## src/rtl/sevenseg_scan_ctrl.sv

```systemverilog
// Time-multiplexed seven-segment scan controller with frame-synchronous shadow registers and PWM brightness.
// Optional inter-digit anode dead time is enabled by defining SEVENSEG_DEADTIME_EN.
module sevenseg_scan_ctrl #(
  parameter int NUM_DIGITS    = 8,
  parameter int SCAN_DIV_LOG2 = 10,
  parameter int DEAD_CYCLES   = 16
) (
  input  logic                    clk,
  input  logic                    rst,
  input  logic [4*NUM_DIGITS-1:0] i_data,
  input  logic [NUM_DIGITS-1:0]   i_digit_en,
  input  logic [NUM_DIGITS-1:0]   i_dp,
  input  logic [3:0]              i_brightness,
  input  logic                    i_blank,
  output logic [NUM_DIGITS-1:0]   o_an,
  output logic [6:0]              o_seg,
  output logic                    o_dp,
  output logic                    o_frame
);

  localparam int IDX_W = (NUM_DIGITS > 1) ? $clog2(NUM_DIGITS) : 1;
  localparam logic [IDX_W-1:0] IDX_LAST = IDX_W'(NUM_DIGITS - 1);

  if (NUM_DIGITS < 1 || NUM_DIGITS > 16) begin : g_bad_digits
    $error("sevenseg_scan_ctrl: NUM_DIGITS must be 1..16");
  end
  if (SCAN_DIV_LOG2 < 4) begin : g_bad_div
    $error("sevenseg_scan_ctrl: SCAN_DIV_LOG2 must be at least 4");
  end
  if (DEAD_CYCLES >= (1 << SCAN_DIV_LOG2)) begin : g_bad_dead
    $error("sevenseg_scan_ctrl: DEAD_CYCLES must be below the slot length");
  end

  logic [SCAN_DIV_LOG2-1:0] prescaler;
  logic [IDX_W-1:0]         idx;
  logic                     load_pending;
  logic [4*NUM_DIGITS-1:0]  data_sh;
  logic [NUM_DIGITS-1:0]    en_sh;
  logic [NUM_DIGITS-1:0]    dp_sh;
  logic [3:0]               bright_sh;

  logic       slot_end;
  logic       wrap;
  logic [3:0] phase;
  logic       dead_ok;
  logic       an_on;
  logic [3:0] cur_nibble;
  logic       cur_en;
  logic       cur_dp;
  logic [NUM_DIGITS-1:0] an_next;

  function automatic logic [6:0] hex_to_seg(input logic [3:0] v);
    logic [6:0] s;
    case (v)
      4'h0: s = 7'b0000001;
      4'h1: s = 7'b1001111;
      4'h2: s = 7'b0010010;
      4'h3: s = 7'b0000110;
      4'h4: s = 7'b1001100;
      4'h5: s = 7'b0100100;
      4'h6: s = 7'b0100000;
      4'h7: s = 7'b0001111;
      4'h8: s = 7'b0000000;
      4'h9: s = 7'b0000100;
      4'hA: s = 7'b0001000;
      4'hB: s = 7'b1100000;
      4'hC: s = 7'b0110001;
      4'hD: s = 7'b1000010;
      4'hE: s = 7'b0110000;
      default: s = 7'b0111000;
    endcase
    return s;
  endfunction

  assign slot_end = &prescaler;
  // Explicit compare so non-power-of-two digit counts wrap correctly.
  assign wrap     = slot_end && (idx == IDX_LAST);
  assign phase    = prescaler[SCAN_DIV_LOG2-1 -: 4];

  always_ff @(posedge clk) begin
    if (rst) begin
      prescaler    <= '0;
      idx          <= '0;
      load_pending <= 1'b1;
      data_sh      <= '0;
      en_sh        <= '0;
      dp_sh        <= '0;
      bright_sh    <= '0;
    end else begin
      prescaler    <= prescaler + 1'b1;
      load_pending <= 1'b0;
      if (slot_end) begin
        idx <= wrap ? '0 : idx + IDX_W'(1);
      end
      if (wrap || load_pending) begin
        data_sh   <= i_data;
        en_sh     <= i_digit_en;
        dp_sh     <= i_dp;
        bright_sh <= i_brightness;
      end
    end
  end

  always_comb begin
    cur_nibble = 4'h0;
    cur_en     = 1'b0;
    cur_dp     = 1'b0;
    for (int k = 0; k < NUM_DIGITS; k++) begin
      if (idx == IDX_W'(k)) begin
        cur_nibble = data_sh[4*k +: 4];
        cur_en     = en_sh[k];
        cur_dp     = dp_sh[k];
      end
    end
  end

`ifdef SEVENSEG_DEADTIME_EN
  assign dead_ok = (prescaler >= SCAN_DIV_LOG2'(DEAD_CYCLES));
`else
  assign dead_ok = 1'b1;
`endif

  assign an_on = cur_en && !i_blank && (phase <= bright_sh) && dead_ok;

  always_comb begin
    an_next = '1;
    for (int k = 0; k < NUM_DIGITS; k++) begin
      if (an_on && (idx == IDX_W'(k))) begin
        an_next[k] = 1'b0;
      end
    end
  end

  // Segments are blanked whenever no anode is driven to avoid ghosting at slot edges.
  always_ff @(posedge clk) begin
    if (rst) begin
      o_an    <= '1;
      o_seg   <= 7'h7F;
      o_dp    <= 1'b1;
      o_frame <= 1'b0;
    end else begin
      o_an    <= an_next;
      o_seg   <= an_on ? hex_to_seg(cur_nibble) : 7'h7F;
      o_dp    <= an_on ? ~cur_dp : 1'b1;
      o_frame <= wrap;
    end
  end

endmodule
```

## config.mk

```make
export PLATFORM = sky130hd
export DESIGN_NAME = sevenseg_scan_ctrl
export DESIGN_NICKNAME = d
export VERILOG_FILES = /design/src/rtl/sevenseg_scan_ctrl.sv
export SDC_FILE = /design/constraint.sdc
export NUM_CORES = 1
export LEC_CHECK = 0
export BUFFER_PORTS_ARGS = -buffer_cell sky130_fd_sc_hd__buf_4
export CAP_MARGIN = 20
export CORE_MARGIN = 4
export CORE_UTILIZATION = 27
export DETAILED_ROUTE_END_ITERATION = 16
export PLACE_DENSITY = 0.5
export REMOVE_ABC_BUFFERS = 1
export SLEW_MARGIN = 20
export SYNTH_ARGS = -nofsm -noshare
export SYNTH_HDL_FRONTEND = slang
export SYNTH_SLANG_ARGS = --single-unit
```

## constraint.sdc

```tcl
create_clock -name clk -period 8.7 [get_ports clk]
set_clock_uncertainty 0.1 [all_clocks]
set_input_delay 0 -clock clk [delete_from_list [all_inputs] [get_ports clk]]
set_output_delay 0 -clock clk [all_outputs]
set_load 0.05 [all_outputs]
```

Yosys cells after proc, flatten, opt, wreduce, memory -nomap -nowiden --
Memory sizes are Yosys's and may differ from the RTL's. A register that Yosys moved wholly into a read port is not among the register bits. Index checks and enable logic that the tools add are counted.
Word-level totals: word-level logic and storage cells 73, bits in read-only memories 112, input bits 55, memories 1, register bits 76, output and inout port bits 17
Memory list:
- (name not given) | words 16, bits a word 7, rd ports 1, clocked after memory_dff 1, write ports 0, RTL line 54 | case (v)
Cells by class: reductions and logical operators 16, muxes and demuxes 34, equal/unequal tests 7, bitwise logic cells 2, magnitude comparators 1, add/subtract/negate cells 2
Operators by type and width (count):
- two-way mux 4 bit | 8
- two-way mux 1 bit | 25
- == test 3 bit, second input constant | 4
- logical AND 1 bit | 11
- adder 10 x 1 -> 10 bit, second input constant | 1
- AND reduction 10 bit | 1
- == test 3 x 2 -> 1 bit, second input constant | 2
- less-or-equal comparator 4 bit | 1
- adder 3 x 1 -> 3 bit, second input constant | 1
- == test 3 x 1 -> 1 bit, second input constant | 1
- logical NOT 3 bit | 1
- two-way mux 3 bit | 1
- inverter 1 bit | 2
- OR reduction 2 bit | 1
- logical NOT 1 bit | 1
- logical OR 1 bit | 1

Depth between registers and ports, before layout --
depth in word-level cells 13, depth in mapped cells 15, gate-level depth less buffers 12

Worst setup path after synthesis --
No wires, ideal clock.
path type register -> register, start register idx[2], end register o_seg[5], arrival 2.752 ns, period minus slack after synthesis 2.991 ns, slack 5.709 ns, required time 8.461 ns, cell stages (with the launch flop) 14, library setup time 0.139 ns, path buffers 2, path through dfxtp_1 buf_6 inv_1 ha_1 clkbuf_1 nor2_1 a221oi_1 o221ai_1 a32oi_1 inv_1 ha_1 nor3_1 a21o_1 o221ai_1
Between the ends: longest elaborated chain between the ends 13, elaborated cells on any way between the ends 28
RTL lines:
- start: declaration | RTL line 35 | logic [IDX_W-1:0] idx;
- start signal: assignment | RTL line 93 | idx <= wrap ? '0 : idx + IDX_W'(1);
- logical NOT 3 bit | RTL line 109 | if (idx == IDX_W'(k)) begin
- two-way mux 1 bit (8 in a row) | RTL line 109
- logical AND 1 bit (2 in a row) | RTL line 123 | assign an_on = cur_en && !i_blank && (phase <= bright_sh) && dead_ok;
- inverter 1 bit (no source line)
- OR reduction 2 bit (no source line)
- end: declaration | RTL line 16 | output logic [6:0] o_seg,
Several ways; a longest one is shown, not always the timed one. A chain may end at the register's enable or synchronous reset.

Worst setup path after layout --
Same ends and word-level chain as after synthesis.

==> impl_metrics.py <==
metrics = {
    "run_status": {
        "status": "complete, no violations",
    },
    "place": {
        "gp_congestion": 0.878,
        "dp_hpwl_um": 7040,
        "dp_slack_ns": 4.98,
        "portBuffers": 71,
    },
    "yosys": {
        "synth_most_common_cell": "nand2_1",
        "synth_seq_cells": 83,
        "yosysUniqueCellTypes": 46,
        "async_reset_ff_frac": 0,
        "synthTopCellsByArea": "dfxtp_1 (44%), nand2_1 (13%), a21oi_1 (8.9%)",
        "synth_commonest_cells": "nand2_1 (130), dfxtp_1 (83), a21oi_1 (67)",
        "ys_seq_area_frac": 0.441,
        "ys_warn_count": 0,
        "synth-edff-count": 0,
        "synth_top_cell_by_area": "dfxtp_1",
        "netlist_area_um2": 3770,
        "syn_area_per_cell_um2": 7.81,
        "syn_inst": 483,
        "synth_top_area_frac": 0.441,
        "synth_ff_type": "dfxtp_1",
    },
    "detailed_routing": {
        "drc": 0,
        "via_count": 3479,
        "viasPerCell": 4.54,
        "ant_nets": 0,
        "first_pass_iters": 4,
        "wirelength_um": 10100,
        "drt_iter0_markers": 185,
        "wl_per_cell_um": 13.1,
    },
    "floorplanning": {
        "core_um2": 13500,
        "dieArea_um2": 15900,
        "die_h_um": 126,
        "ioPinCount": 72,
        "rows": 42,
        "initial_utilization": 0.280,
        "fp.dieW_um": 126,
    },
    "clock_network": {
        "post-cts-setup-buffers": 0,
        "clk_latency_ns": 0.34,
        "cts_tree": "built",
        "clkTransAtPathRegs_ns": 0.06,
        "clock_sinks": 83,
        "cts_buffers": 9,
        "cts_resized": 0,
        "hold_buffers": 52,
        "htree_num_levels": 3,
        "clockRootBuffer": "clkbuf_16",
        "clk_path_buf_depth": 2,
    },
    "pwr": {
        "power.net_switching_uw": 201,
        "p_sw_frac": 0.235,
        "power_uw": 854,
        "p_comb_frac": 0.109,
        "p_leak_nw": 2.08,
        "power_density_nw_per_um2": 164,
        "ir_worst_vdd_mv": 0.0903,
        "pwr-share-clk": 0.416,
        "intPower_uw": 653,
        "power_frac_seq": 0.475,
    },
    "critical_path": {
        "path_buf_inv": 2,
        "worstSetupEndpointType": "register",
        "crit_path_cell_trace": "inv_1 > ha_1 > a221oi_1 > o221ai_1 > a32oi_1 > inv_1 > ha_1 > nor3_1 > a21o_1 > o221ai_1",
        "cp-start-kind": "register",
        "critPathTopFamily": "compound AO/OA/AOI/OAI gates",
        "required_ns": 8.77,
        "cp_max_fo": 20,
        "cp.arrival_ns": 3.83,
        "critPathSlowestCell": "dfxtp_1",
        "cpPeakStageDelay_ns": 0.72,
        "criticalPathCategory": "register to register",
    },
    "min_path": {
        "hp-class": "input port to register",
    },
    "timing": {
        "setup_ws_ns": 4.94,
        "fin_crit_sh": 0.433,
        "fmax_mhz": 266,
        "setup_violations": 0,
        "slew_headroom": 0.474,
        "final-hold-violation-count": 0,
        "period_needed_ns": 3.76,
        "slew_violations": 0,
        "tightest_slew_ns": 0.790,
        "setup_tns_ns": 0,
        "rsz0062_at_grt": "false",
    },
    "global_routing": {
        "grt_max_degree": 69,
        "gr-total-overflow": 0,
        "grt_pass1_vias": 3493,
        "grt_use_total": 0.130,
        "antenna_found_initial": 0,
        "grt_first_pass_wirelength_um": 16800,
    },
    "flow_run": {
        "maxCapViolations": 0,
    },
    "final_layout": {
        "num_antenna_cells": 0,
        "areaGrowthSynthToFinish_pct": 38.0,
        "drive_gt1_frac": 0.159,
        "nets": 658,
    },
}
[logic make-up after synthesis]
logic type | after synthesis | share of synthesized area
mux | 2 | 0.00531
flops | 83 | 0.441
xor+xnor | 6 | 0.0139
simple gates | 196 | 0.224
compound gates | 121 | 0.194
fa+ha+maj | 17 | 0.0564
buf+inv | 58 | 0.0654
[worst register-to-register path, stage by stage (launching register included)]
cell and delay [ns]:
dfxtp_1 0.72, inv_1 0.27, ha_1 0.43, a221oi_1 0.33
o221ai_1 0.16, a32oi_1 0.52, inv_1 0.19, ha_1 0.34
nor3_1 0.26, a21o_1 0.13, o221ai_1 0.13
[power by group through the flow]
stage,clock [mW],sequential (mW),combinational (mW)
after CTS,0.366,0.406,0.0944
after global placement,0,0.414,0.0743
final,0.355,0.406,0.0930
after global routing,0.380,0.408,0.105
after detailed placement,0,0.414,0.0758
after floorplan,0,0.413,0.0370
[stage by stage]
step / utilization / cells / area [um^2] / hold slack (ns)
after floorplan: - / 449 / 3610 / -0.0723
after global placement: 0.327 / 699 / 4400 / 0.161
after detailed placement: 0.327 / 699 / 4400 / 0.164
after CTS: 0.387 / 767 / 5200 / 0.0385
after global routing: 0.387 / 767 / 5200 / 0.0780
final: 0.387 / 767 / 5200 / 0.0406
[flip-flops by register name, indices dropped and copies added, names as in the netlist, 3 cells and up]
register	flops
o_an	8
en_sh	8
o_seg	7
prescaler	10
idx	3
dp_sh	8
data_sh	32
bright_sh	4
[placed cells by master (no fill, tap or decap), types with 15 or more instances in the layout]
cell / instances
nand2_1: 130
dfxtp_1: 83
buf_4: 74
a21oi_1: 66
dlygate4sd3_1: 52
inv_1: 23
nor2_1: 19
o21ai_0: 17
ha_1: 17
nand3_1: 15
[path summary, 6_finish.rpt]
path	depth (start not counted)	to	from	slack (ns)
min reg2reg	2	en_sh[7]	en_sh[7]	0.35
max	10	o_seg[5]	idx[2]	4.94
min	1	load_pending	rst	0.04
max reg2reg	10	o_seg[5]	idx[2]	4.94
[layer usage]
metal	share of wire	up-vias	track usage	routed length, um
met2	0.44	66	0.202	4420
met5	0	-	0	0
met1	0.51	1570	0.174	5110
met4	0.015	0	0.0580	151
li1	-	1832	-	-
met3	0.038	11	0.0292	386
[final cells by class]
cell class	count	area, um^2
Inverter	24	90.1
Clock buffer	12	256
Clock inverter	4	25.0
Fill cell	1454	8250
Tap cell	176	220
Multi-Input combinational cell	342	1870
Timing Repair Buffer	126	1080
Sequential cell	83	1660
Note: power is estimated with default switching activity, not from simulation.
